$ cat src/rtl/skip_borrow_subtractor_pkg.sv
// ---------------------------------------------------------------------------
// skip_sub_pkg
//   Shared definitions for the multi-cycle skip-borrow subtractor:
//     - state_t            : controller state encoding (IDLE, RUN, DONE)
//     - SKIP_SUB_W_DEFAULT : default operand/result width
//     - SKIP_SUB_BLK_DEFAULT : default slice width (bits per clock)
//     - idx_width()        : width of the slice index counter, never below 1
// ---------------------------------------------------------------------------
package skip_sub_pkg;

    typedef enum logic [1:0] {
        IDLE = 2'd0,
        RUN  = 2'd1,
        DONE = 2'd2
    } state_t;

    localparam int SKIP_SUB_W_DEFAULT   = 16;
    localparam int SKIP_SUB_BLK_DEFAULT = 4;

    // A single-slice configuration still needs a 1-bit index register.
    function automatic int idx_width(input int nblk);
        return (nblk > 1) ? $clog2(nblk) : 1;
    endfunction

endpackage

$ cat src/rtl/skip_borrow_subtractor_slice.sv
// ---------------------------------------------------------------------------
// skip_slice
//   Combinational BLOCK-bit slice of the subtract datapath. The caller feeds
//   the minuend slice and the already-inverted subtrahend slice, so the slice
//   is a plain adder with a carry-skip bypass.
//   Ports:
//     a_s   in  BLOCK  minuend slice
//     nb_s  in  BLOCK  inverted subtrahend slice
//     cin   in  1      carry into the slice
//     sum_s out BLOCK  difference slice
//     cout  out 1      carry out (bypassed from cin when every bit propagates)
//     skip  out 1      1 when the bypass path is taken
// ---------------------------------------------------------------------------
module skip_slice #(
    parameter int BLOCK = 4
) (
    input  logic [BLOCK-1:0] a_s,
    input  logic [BLOCK-1:0] nb_s,
    input  logic             cin,
    output logic [BLOCK-1:0] sum_s,
    output logic             cout,
    output logic             skip
);

    logic [BLOCK-1:0] p;
    logic [BLOCK-1:0] g;
    logic [BLOCK-1:0] ripple_c;
    logic             ripple_cout;

    // Per-bit propagate/generate terms, XOR-based propagate.
    for (genvar gi = 0; gi < BLOCK; gi++) begin : g_pg
        assign p[gi] = a_s[gi] ^ nb_s[gi];
        assign g[gi] = a_s[gi] & nb_s[gi];
    end

    // Ripple chain built with a running variable so the carry vector has no
    // self-referencing continuous assignment.
    always_comb begin
        logic c;
        c = cin;
        ripple_c = '0;
        for (int i = 0; i < BLOCK; i++) begin
            ripple_c[i] = c;
            c = g[i] | (p[i] & c);
        end
        ripple_cout = c;
    end

    assign sum_s = p ^ ripple_c;
    assign skip  = &p;
    // When every bit propagates the slice output is cin itself; the bypass
    // cuts the chain without changing the logical result.
    assign cout  = skip ? cin : ripple_cout;

endmodule

$ cat src/rtl/skip_borrow_subtractor.sv
// ---------------------------------------------------------------------------
// skip_borrow_subtractor
//   Multi-cycle subtractor, diff = a - b (mod 2^WIDTH), computed one BLOCK-bit
//   slice per clock as a + ~b + 1 through a carry-skip slice. Valid/ready on
//   both sides; one operation every NBLK+2 cycles, result valid NBLK cycles
//   after the accepting edge.
//   Optional feature macro: SKIP_SUB_OVF_EN adds the signed-overflow port ovf.
//   Ports:
//     clk         in   1      rising-edge clock
//     rst_n       in   1      asynchronous active-low reset
//     in_valid    in   1      operands valid
//     in_ready    out  1      operands accepted (IDLE only)
//     a           in   WIDTH  minuend
//     b           in   WIDTH  subtrahend
//     out_valid   out  1      result valid, held until out_ready
//     out_ready   in   1      consumer takes the result
//     diff        out  WIDTH  a - b
//     borrow_out  out  1      1 when a < b unsigned
//     ovf         out  1      signed overflow (SKIP_SUB_OVF_EN only)
// ---------------------------------------------------------------------------
module skip_borrow_subtractor
    import skip_sub_pkg::*;
#(
    parameter int WIDTH = SKIP_SUB_W_DEFAULT,
    parameter int BLOCK = SKIP_SUB_BLK_DEFAULT
) (
    input  logic             clk,
    input  logic             rst_n,
    input  logic             in_valid,
    output logic             in_ready,
    input  logic [WIDTH-1:0] a,
    input  logic [WIDTH-1:0] b,
    output logic             out_valid,
    input  logic             out_ready,
    output logic [WIDTH-1:0] diff,
    output logic             borrow_out
`ifdef SKIP_SUB_OVF_EN
    ,
    output logic             ovf
`endif
);

    localparam int NBLK = WIDTH / BLOCK;
    localparam int IDXW = idx_width(NBLK);
    localparam logic [IDXW-1:0] LAST_IDX = IDXW'(NBLK - 1);

    if (BLOCK < 1 || (WIDTH % BLOCK) != 0) begin : g_bad_cfg
        $error("skip_borrow_subtractor: WIDTH must be a positive multiple of BLOCK");
    end

    state_t            state_reg;
    logic [WIDTH-1:0]  a_reg;
    logic [WIDTH-1:0]  nb_reg;
    logic              carry_reg;
    logic [IDXW-1:0]   blk_idx_reg;
    logic [WIDTH-1:0]  diff_reg;
    logic              borrow_reg;
    logic              in_ready_reg;
    logic              out_valid_reg;

    logic [BLOCK-1:0]  slice_a;
    logic [BLOCK-1:0]  slice_nb;
    logic [BLOCK-1:0]  slice_sum;
    logic              slice_cout;
    logic              slice_skip;
    logic              unused_skip;

    assign slice_a  = a_reg[int'(blk_idx_reg)*BLOCK +: BLOCK];
    assign slice_nb = nb_reg[int'(blk_idx_reg)*BLOCK +: BLOCK];

    skip_slice #(
        .BLOCK (BLOCK)
    ) u_slice (
        .a_s   (slice_a),
        .nb_s  (slice_nb),
        .cin   (carry_reg),
        .sum_s (slice_sum),
        .cout  (slice_cout),
        .skip  (slice_skip)
    );

    // The bypass decision is consumed inside the slice; it is kept visible
    // here for debug probing only.
    assign unused_skip = slice_skip;

`ifdef SKIP_SUB_OVF_EN
    logic ovf_reg;
    logic ovf_next;

    // Evaluated on the top slice only. b's sign is the inverse of nb's top
    // bit, so "signs differ" is a_top == nb_top.
    assign ovf_next = (slice_a[BLOCK-1] == slice_nb[BLOCK-1])
                   && (slice_sum[BLOCK-1] != slice_a[BLOCK-1]);
`endif

    always_ff @(posedge clk or negedge rst_n) begin
        if (!rst_n) begin
            state_reg     <= IDLE;
            a_reg         <= '0;
            nb_reg        <= '0;
            carry_reg     <= 1'b0;
            blk_idx_reg   <= '0;
            diff_reg      <= '0;
            borrow_reg    <= 1'b0;
            in_ready_reg  <= 1'b1;
            out_valid_reg <= 1'b0;
`ifdef SKIP_SUB_OVF_EN
            ovf_reg       <= 1'b0;
`endif
        end else begin
            case (state_reg)
                IDLE: begin
                    // in_ready_reg is 1 throughout IDLE.
                    if (in_valid) begin
                        a_reg        <= a;
                        nb_reg       <= ~b;
                        carry_reg    <= 1'b1;   // +1 of the two's-complement negate
                        blk_idx_reg  <= '0;
                        in_ready_reg <= 1'b0;
                        state_reg    <= RUN;
                    end
                end

                RUN: begin
                    diff_reg[int'(blk_idx_reg)*BLOCK +: BLOCK] <= slice_sum;
                    carry_reg <= slice_cout;
                    if (blk_idx_reg == LAST_IDX) begin
                        borrow_reg    <= ~slice_cout;
`ifdef SKIP_SUB_OVF_EN
                        ovf_reg       <= ovf_next;
`endif
                        blk_idx_reg   <= '0;
                        out_valid_reg <= 1'b1;
                        state_reg     <= DONE;
                    end else begin
                        blk_idx_reg <= blk_idx_reg + IDXW'(1);
                    end
                end

                DONE: begin
                    if (out_ready) begin
                        out_valid_reg <= 1'b0;
                        in_ready_reg  <= 1'b1;
                        state_reg     <= IDLE;
                    end
                end

                default: begin
                    out_valid_reg <= 1'b0;
                    in_ready_reg  <= 1'b1;
                    blk_idx_reg   <= '0;
                    state_reg     <= IDLE;
                end
            endcase
        end
    end

    assign in_ready   = in_ready_reg;
    assign out_valid  = out_valid_reg;
    assign diff       = diff_reg;
    assign borrow_out = borrow_reg;
`ifdef SKIP_SUB_OVF_EN
    assign ovf        = ovf_reg;
`endif

endmodule
$ cat config.mk
export PLATFORM = sky130hd
export DESIGN_NAME = skip_borrow_subtractor
export DESIGN_NICKNAME = d
export VERILOG_FILES = /design/src/rtl/skip_borrow_subtractor_pkg.sv /design/src/rtl/skip_borrow_subtractor_slice.sv /design/src/rtl/skip_borrow_subtractor.sv
export SDC_FILE = /design/constraint.sdc
export NUM_CORES = 1
export LEC_CHECK = 0
export BUFFER_PORTS_ARGS = -buffer_cell sky130_fd_sc_hd__buf_4
export CAP_MARGIN = 20
export CORE_MARGIN = 3
export CORE_UTILIZATION = 51
export CTS_BUF_LIST = sky130_fd_sc_hd__clkbuf_2 sky130_fd_sc_hd__clkbuf_4 sky130_fd_sc_hd__clkbuf_8
export DETAILED_ROUTE_END_ITERATION = 10
export PLACE_DENSITY = 0.83
export SLEW_MARGIN = 5
export SYNTH_ARGS = -nofsm -noshare
export SYNTH_HDL_FRONTEND = slang
export SYNTH_HIERARCHICAL = 1
export SYNTH_SLANG_ARGS = --single-unit
$ cat constraint.sdc
create_clock -name clk -period 2.7 [get_ports clk]
set_input_delay 0.27 -clock clk [delete_from_list [all_inputs] [get_ports clk]]
set_output_delay 0.27 -clock clk [all_outputs]
set_load 0.01 [all_outputs]
==> results of run 1 <==
routing by layer:
| metal | share of wire [%] | track usage [%] | routed length [um] | vias to the layer above |
|---|---|---|---|---|
| met5 | 0 | 0 | 0 | - |
| met4 | 0.83 | 5.944 | 44 | 0 |
| met3 | 4.4 | 4.243 | 234 | 4 |
| met2 | 51 | 31.85 | 2696 | 44 |
| met1 | 44 | 23.46 | 2301 | 994 |
| li1 | - | - | - | 989 |
per-stage QoR:
stage	setup TNS [ps]	hold slack, ps
2_1_floorplan	-457.8	-25.59
3_3_place_gp	-182.5	353.2
3_5_place_dp	-361.1	359.4
4_1_cts	-604.3	14.55
5_1_grt	-933.1	43.33
6_report	-510.1	-9.331
how the worst min path moves through the flow:
stage	end	slack (ps)	start
after detailed placement	diff[6]$_DFFE_PN0P_	360	rst_n
after global routing	diff[5]$_DFFE_PN0P_	40	rst_n
after global placement	diff[2]$_DFFE_PN0P_	350	rst_n
after CTS	diff[5]$_DFFE_PN0P_	10	rst_n
after floorplan	a_reg[0]$_DFFE_PN0P_	-30	rst_n
final	diff[6]$_DFFE_PN0P_	-9	rst_n
worst reg2reg max path, delay by kind of cell (launching register included):
family          cells  cell delay, ps
mux                 1             540
simple gates        1              50
fa+ha+maj           4            1250
flops               1             420
compound gates      1             230
buf+inv             4             280
cell families after synthesis:
kind of cell	count (synthesis)
compound gates	40
flops	56
mux	9
simple gates	122
buf+inv	23
fa+ha+maj	14
cell usage after synthesis, drive strengths merged:
cell / count
nand3b: 5
mux4: 8
or3b: 1
mux2i: 1
and4: 1
nor2: 7
o22a: 1
a22o: 2
clkbuf: 3
nor2b: 2
nor3b: 3
a21oi: 1
nor4b: 1
nor3: 1
fa: 4
dfstp: 1
buf: 9
nand2b: 3
dfrtp: 55
inv: 11
o21ai: 32
ha: 10
o31ai: 4
nand2: 98
report_power, final:
part,switching (mW),internal (mW)
Sequential,0.239,1.20
Combinational,1.20,1.07
Clock,0.279,0.184
what timing repair did:
action / 4_1_cts / 5_1_grt
endpoints found under the hold margin: 0 / 0
pin swaps: 2 / 0
gates cloned: 0 / 0
setup buffers: 3 / 0
resized for setup: 0 / 1
endpoints found under the setup margin: 4 / 7
area by class of cell:
class / count / area [um2] / share of cell area (%)
clock buffer: 5 / 68.82 / 2.098
clock inverter: 3 / 23.77 / 0.7249
inverter: 11 / 41.29 / 1.259
multi-input combinational: 185 / 1162 / 35.44
sequential: 56 / 1404 / 42.81
tap: 67 / 83.83 / 2.556
timing repair buffer: 66 / 495.5 / 15.11
==> impl_metrics.ini, run 1 <==
[setup_path]
worstPathArrival_ps = 3080
cp_max_fo = 4
cpMostUsedCell = inv_2
r2r-end = diff[7]$_DFFE_PN0P_
critical_path_buf_inv_count = 4
path_delay_family = adder cells
path_depth = 11
endpoint = diff[7]$_DFFE_PN0P_
crit_chain = mux4_2 > inv_2 > fa_1 > inv_1 > fa_2 > fa_2 > inv_2 > fa_1 > inv_2 > nand2_1 > o31ai_1
ff2ff_setup_slack_ps = -150
cp-end-kind = register
cpPeakStageDelay_ps = 540
crit_start = blk_idx_reg[0]$_DFFE_PN0P_
slowest_stage = mux4_2
regToRegStartpoint = blk_idx_reg[0]$_DFFE_PN0P_
cp-start-kind = register
ff2ff_path_depth = 11
cp.required_ps = 2920
path_class = reg -> reg

[logic_synthesis]
synth_nets = 314
synth_area_leader_cell = dfrtp_1
synth_mux_area_share_pct = 7.109
synth_fa_ha_area_share_pct = 7.671
synthesis.area_mm2 = 0.002675
synth_cell_type_count = 27
synth_top_family_by_area = simple AND/OR/NAND/NOR gates
synth-xor-area-share_pct = 0
synth_top_area_share_pct = 51.45
yosysWarningCount = 6
synth_cells = 264
ys_ff_latch = 56
synth_simple_gate_area_share_pct = 20.21
syn_avg_cell_area_um2 = 10.13
synth-compound-area-share_pct = 8.279
synth-seq-area-share_pct = 52.43
synth_area_leaders = dfrtp_1, nand2_1, mux4_2

[outcome]
outcome = finished with violations
violations = hold timing, setup timing

[floorplanning]
initial_utilization_pct = 54.82
core_mm2 = 0.004880
fp.dieH_um = 78.43
dieArea_mm2 = 0.006150
die_x_um = 78.43
io_pins = 55
fp-row-count = 25

[clock_network]
cts_max_path_buffers = 2
root_buffer = clkbuf_8
holdBufCountCts = 0
clkLatencyLatePin_ps = 310
path_clk_slew_ps = 100
cts_num_sinks = 56
numCtsBuffers = 5
h-tree-depth = 2
cts_tree = done

[grt]
grt_max_degree = 57
grt_pass1_wl_um = 8949
grt_pass1_vias = 1989
gr-total-overflow = 0
grt_usage_pct = 18.59
antenna_found_initial = 0

[sta]
timing.final.ws_setup_ps = -153.9
setup_viol = 4
maxSlewHeadroom_pct = 37.36
skew_ps = 7.510
min_period_ps = 2854
drv_slew = 0
whs_ps = -9.331
hold_viol = 16
max_clock_freq_ghz = 0.3504
period_share_pct = 105.7
rsz0062_at_grt = yes
tightest_slew_ps = 939.6

[flow_run]
cap_violations = 0

[layout]
fin_cells = 393
drive_gt1_share_pct = 29.14
final_net_count = 375
layout_common_cells = nand2_1, buf_4, dfrtp_1, o21ai_0, ha_1
synthToLayoutAreaGrowth_pct = 22.59
layout_commonest_cell = nand2_1
fin_area_mm2 = 0.003279
antennaDiodeCount = 0
num-fill-cells = 430
final_util_pct = 67.21

[detailed_routing]
firstDrtPassIters = 4
wl_per_cell_um = 13.43
drc_errors = 0
vias = 2031
vias_per_cell = 5.168
ant_nets = 0
drt-initial-drc-count = 126
wl_um = 5277

[place]
io_buffers = 54
placed_area_mm2 = 0.003163
dp.cells = 382
gp_congestion = 0.8075
hpwl_um = 3976
place_ws_ps = -179.0

[power]
ir_drop_mv = 0.6086
finalPower_mw = 4.165
p_per_area_mw_per_mm2 = 1270
p_leak_nw = 1.611

[min_path]
min_path_type = in -> async
No activity file was read; power rests on OpenSTA's default activity.
==> run 2: changes to the inputs <==
--- a/config.mk
+++ b/config.mk
@@ -5,12 +5,13 @@
 export SDC_FILE = /design/constraint.sdc
 export NUM_CORES = 1
 export LEC_CHECK = 0
-export BUFFER_PORTS_ARGS = -buffer_cell sky130_fd_sc_hd__buf_4
 export CAP_MARGIN = 20
 export CORE_MARGIN = 3
-export CORE_UTILIZATION = 51
+export CORE_UTILIZATION = 59
 export CTS_BUF_LIST = sky130_fd_sc_hd__clkbuf_2 sky130_fd_sc_hd__clkbuf_4 sky130_fd_sc_hd__clkbuf_8
 export DETAILED_ROUTE_END_ITERATION = 10
+export DONT_BUFFER_PORTS = 1
+export GPL_TIMING_DRIVEN = 0
 export PLACE_DENSITY = 0.83
 export SLEW_MARGIN = 5
 export SYNTH_ARGS = -nofsm -noshare
==> impl_metrics.ini, run 2 (same netlist as run 1, synthesis figures left out) <==
[sta]
maxSlewHeadroom_pct = 61.54
drv_slew = 0
tightest_slew_ps = 574.5
min_period_ps = 2979
hold_viol = 0
whs_ps = 41.49
period_share_pct = 110.3
skew_ps = 10.45
max_clock_freq_ghz = 0.3357
timing.final.ws_setup_ps = -279.0
rsz0062_at_grt = yes
setup_viol = 4

[clock_network]
cts_num_sinks = 56
clkLatencyLatePin_ps = 300
cts_tree = done
numCtsBuffers = 5
path_clk_slew_ps = 100
cts_max_path_buffers = 2
root_buffer = clkbuf_8
h-tree-depth = 2

[layout]
final_net_count = 328
layout_commonest_cell = nand2_1
synthToLayoutAreaGrowth_pct = 10.24
antennaDiodeCount = 0
layout_common_cells = nand2_1, dfrtp_1, o21ai_0, o21ai_1, ha_1
fin_cells = 329
drive_gt1_share_pct = 16.85

[floorplanning]
fp.dieH_um = 73.34
io_pins = 55
initial_utilization_pct = 64.11
fp-row-count = 23
dieArea_mm2 = 0.005378
die_x_um = 73.34
core_mm2 = 0.004173

[place]
dp.cells = 314
gp_congestion = 0.8136
io_buffers = 0
hpwl_um = 3743

[outcome]
outcome = finished with violations
violations = setup timing

[flow_run]
cap_violations = 0

[setup_path]
ff2ff_setup_slack_ps = -280
cpMostUsedCell = inv_2
ff2ff_path_depth = 12
worstPathArrival_ps = 3200
cp.required_ps = 2920
cp-start-kind = register
regToRegStartpoint = blk_idx_reg[0]$_DFFE_PN0P_
crit_start = blk_idx_reg[0]$_DFFE_PN0P_
crit_chain = buf_6 > mux4_2 > inv_2 > fa_1 > inv_1 > fa_2 > fa_2 > inv_2 > fa_1 > inv_2 > nand2_1 > o31ai_2
cpPeakStageDelay_ps = 540
cp-end-kind = register
path_class = reg -> reg
cp_max_fo = 4
critical_path_buf_inv_count = 5
slowest_stage = mux4_2
path_delay_family = adder cells
r2r-end = diff[7]$_DFFE_PN0P_

[power]
seq_power_share_pct = 34.3
p_per_area_mw_per_mm2 = 1427
p_sw_share_pct = 41.99
combPwrFrac_pct = 54.8
power.net_switching_mw = 1.767
ir_drop_mv = 0.6626
p_int_mw = 2.442
p_leak_nw = 1.396
power.share.clock_pct = 10.9

[grt]
antenna_found_initial = 0
grt_pass1_vias = 1906
grt_pass1_wl_um = 8990
gr-total-overflow = 0
grt_max_degree = 57
grt_usage_pct = 22.17

[min_path]
min-delay-start = b[8]
worstHoldEndpoint = nb_reg[8]$_DFFE_PN0P_
min_path_type = in -> reg
hold_path_depth = 1

[detailed_routing]
wl_per_cell_um = 16.31
ant_nets = 0
drt-initial-drc-count = 115
vias = 1868
vias_per_cell = 5.678
drc_errors = 0
wl_um = 5365
firstDrtPassIters = 4
-- run 2: changes by cell type in the layout (fill, tap and decap cells not counted), moves of 2 or more --
cell        change
clkbuf_8        +2
o21ai_1         +3
buf_6           +3
clkbuf_1        +2
clkinvlp_4      -2
buf_2           +5
clkinv_2        +2
buf_4          -61
o21ai_0         -4
-- run 2: repair_timing --
action,4_1_cts,5_1_grt
endpoints found under the hold margin,56,0
gates resized for setup,3,7
pin swaps,2,0
buffers inserted,3,2
hold buffers,2,0
setup endpoints to repair,10,10
-- run 2: how the worst max path moves through the flow --
stage,slack [ps],cells after the start,end
CTS,-290,12,diff[7]$_DFFE_PN0P_
finish,-280,12,diff[7]$_DFFE_PN0P_
global placement,-550,12,diff[7]$_DFFE_PN0P_
floorplan,-200,12,diff[7]$_DFFE_PN0P_
detailed placement,-600,12,diff[7]$_DFFE_PN0P_
global route,-440,12,diff[7]$_DFFE_PN0P_
-- run 2: through the flow --
step	power [mW]	cell area, um2	TNS (ps)	worst slack, ps	util [%]
finish	4.209	2949	-1020	-279.0	70.67
global route	4.574	2949	-1964	-437.3	70.67
CTS	4.145	2922	-1058	-285.3	70.02
detailed placement	3.417	2746	-3465	-596.4	65.82
global placement	3.315	2746	-2953	-553.1	65.82
floorplan	2.893	2684	-457.8	-201.8	-
-- run 2: layout make-up --
cell class	instances	area [um2]
inverters	11	41.29
flip-flops and latches	56	1403
clock inverters	2	10.01
fillers	310	1224
clock buffers	6	82.58
multi-input cells	185	1175
well taps	50	62.56
repair buffers	7	87.58
plain buffers	12	87.58
-- run 2: metal layers --
| layer | routed length, um | part of all wire, % | global-route usage [%] |
|---|---|---|---|
| met5 | 0 | 0 | 0 |
| met2 | 2679 | 50 | 36.44 |
| met1 | 2287 | 43 | 29.14 |
| met4 | 35 | 0.65 | 6.036 |
| met3 | 363 | 6.8 | 6.156 |
-- run 2: power groups by stage --
stage | clock network [mW] | registers (mW) | logic [mW]
floorplan | 0 | 1.40 | 1.49
global placement | 0 | 1.45 | 1.87
detailed placement | 0 | 1.47 | 1.95
CTS | 0.471 | 1.45 | 2.23
global route | 0.508 | 1.49 | 2.58
finish | 0.460 | 1.44 | 2.31
-- run 2: worst reg2reg max path: cells and delay by family, from the launching register on --
kind / cells / cell delay [ps]
AO/OA/AOI/OAI: 1 / 220
adder cells (fa/ha/maj): 4 / 1260
buffers and inverters: 5 / 440
flip-flops: 1 / 380
multiplexers: 1 / 540
AND/OR/NAND/NOR: 1 / 70
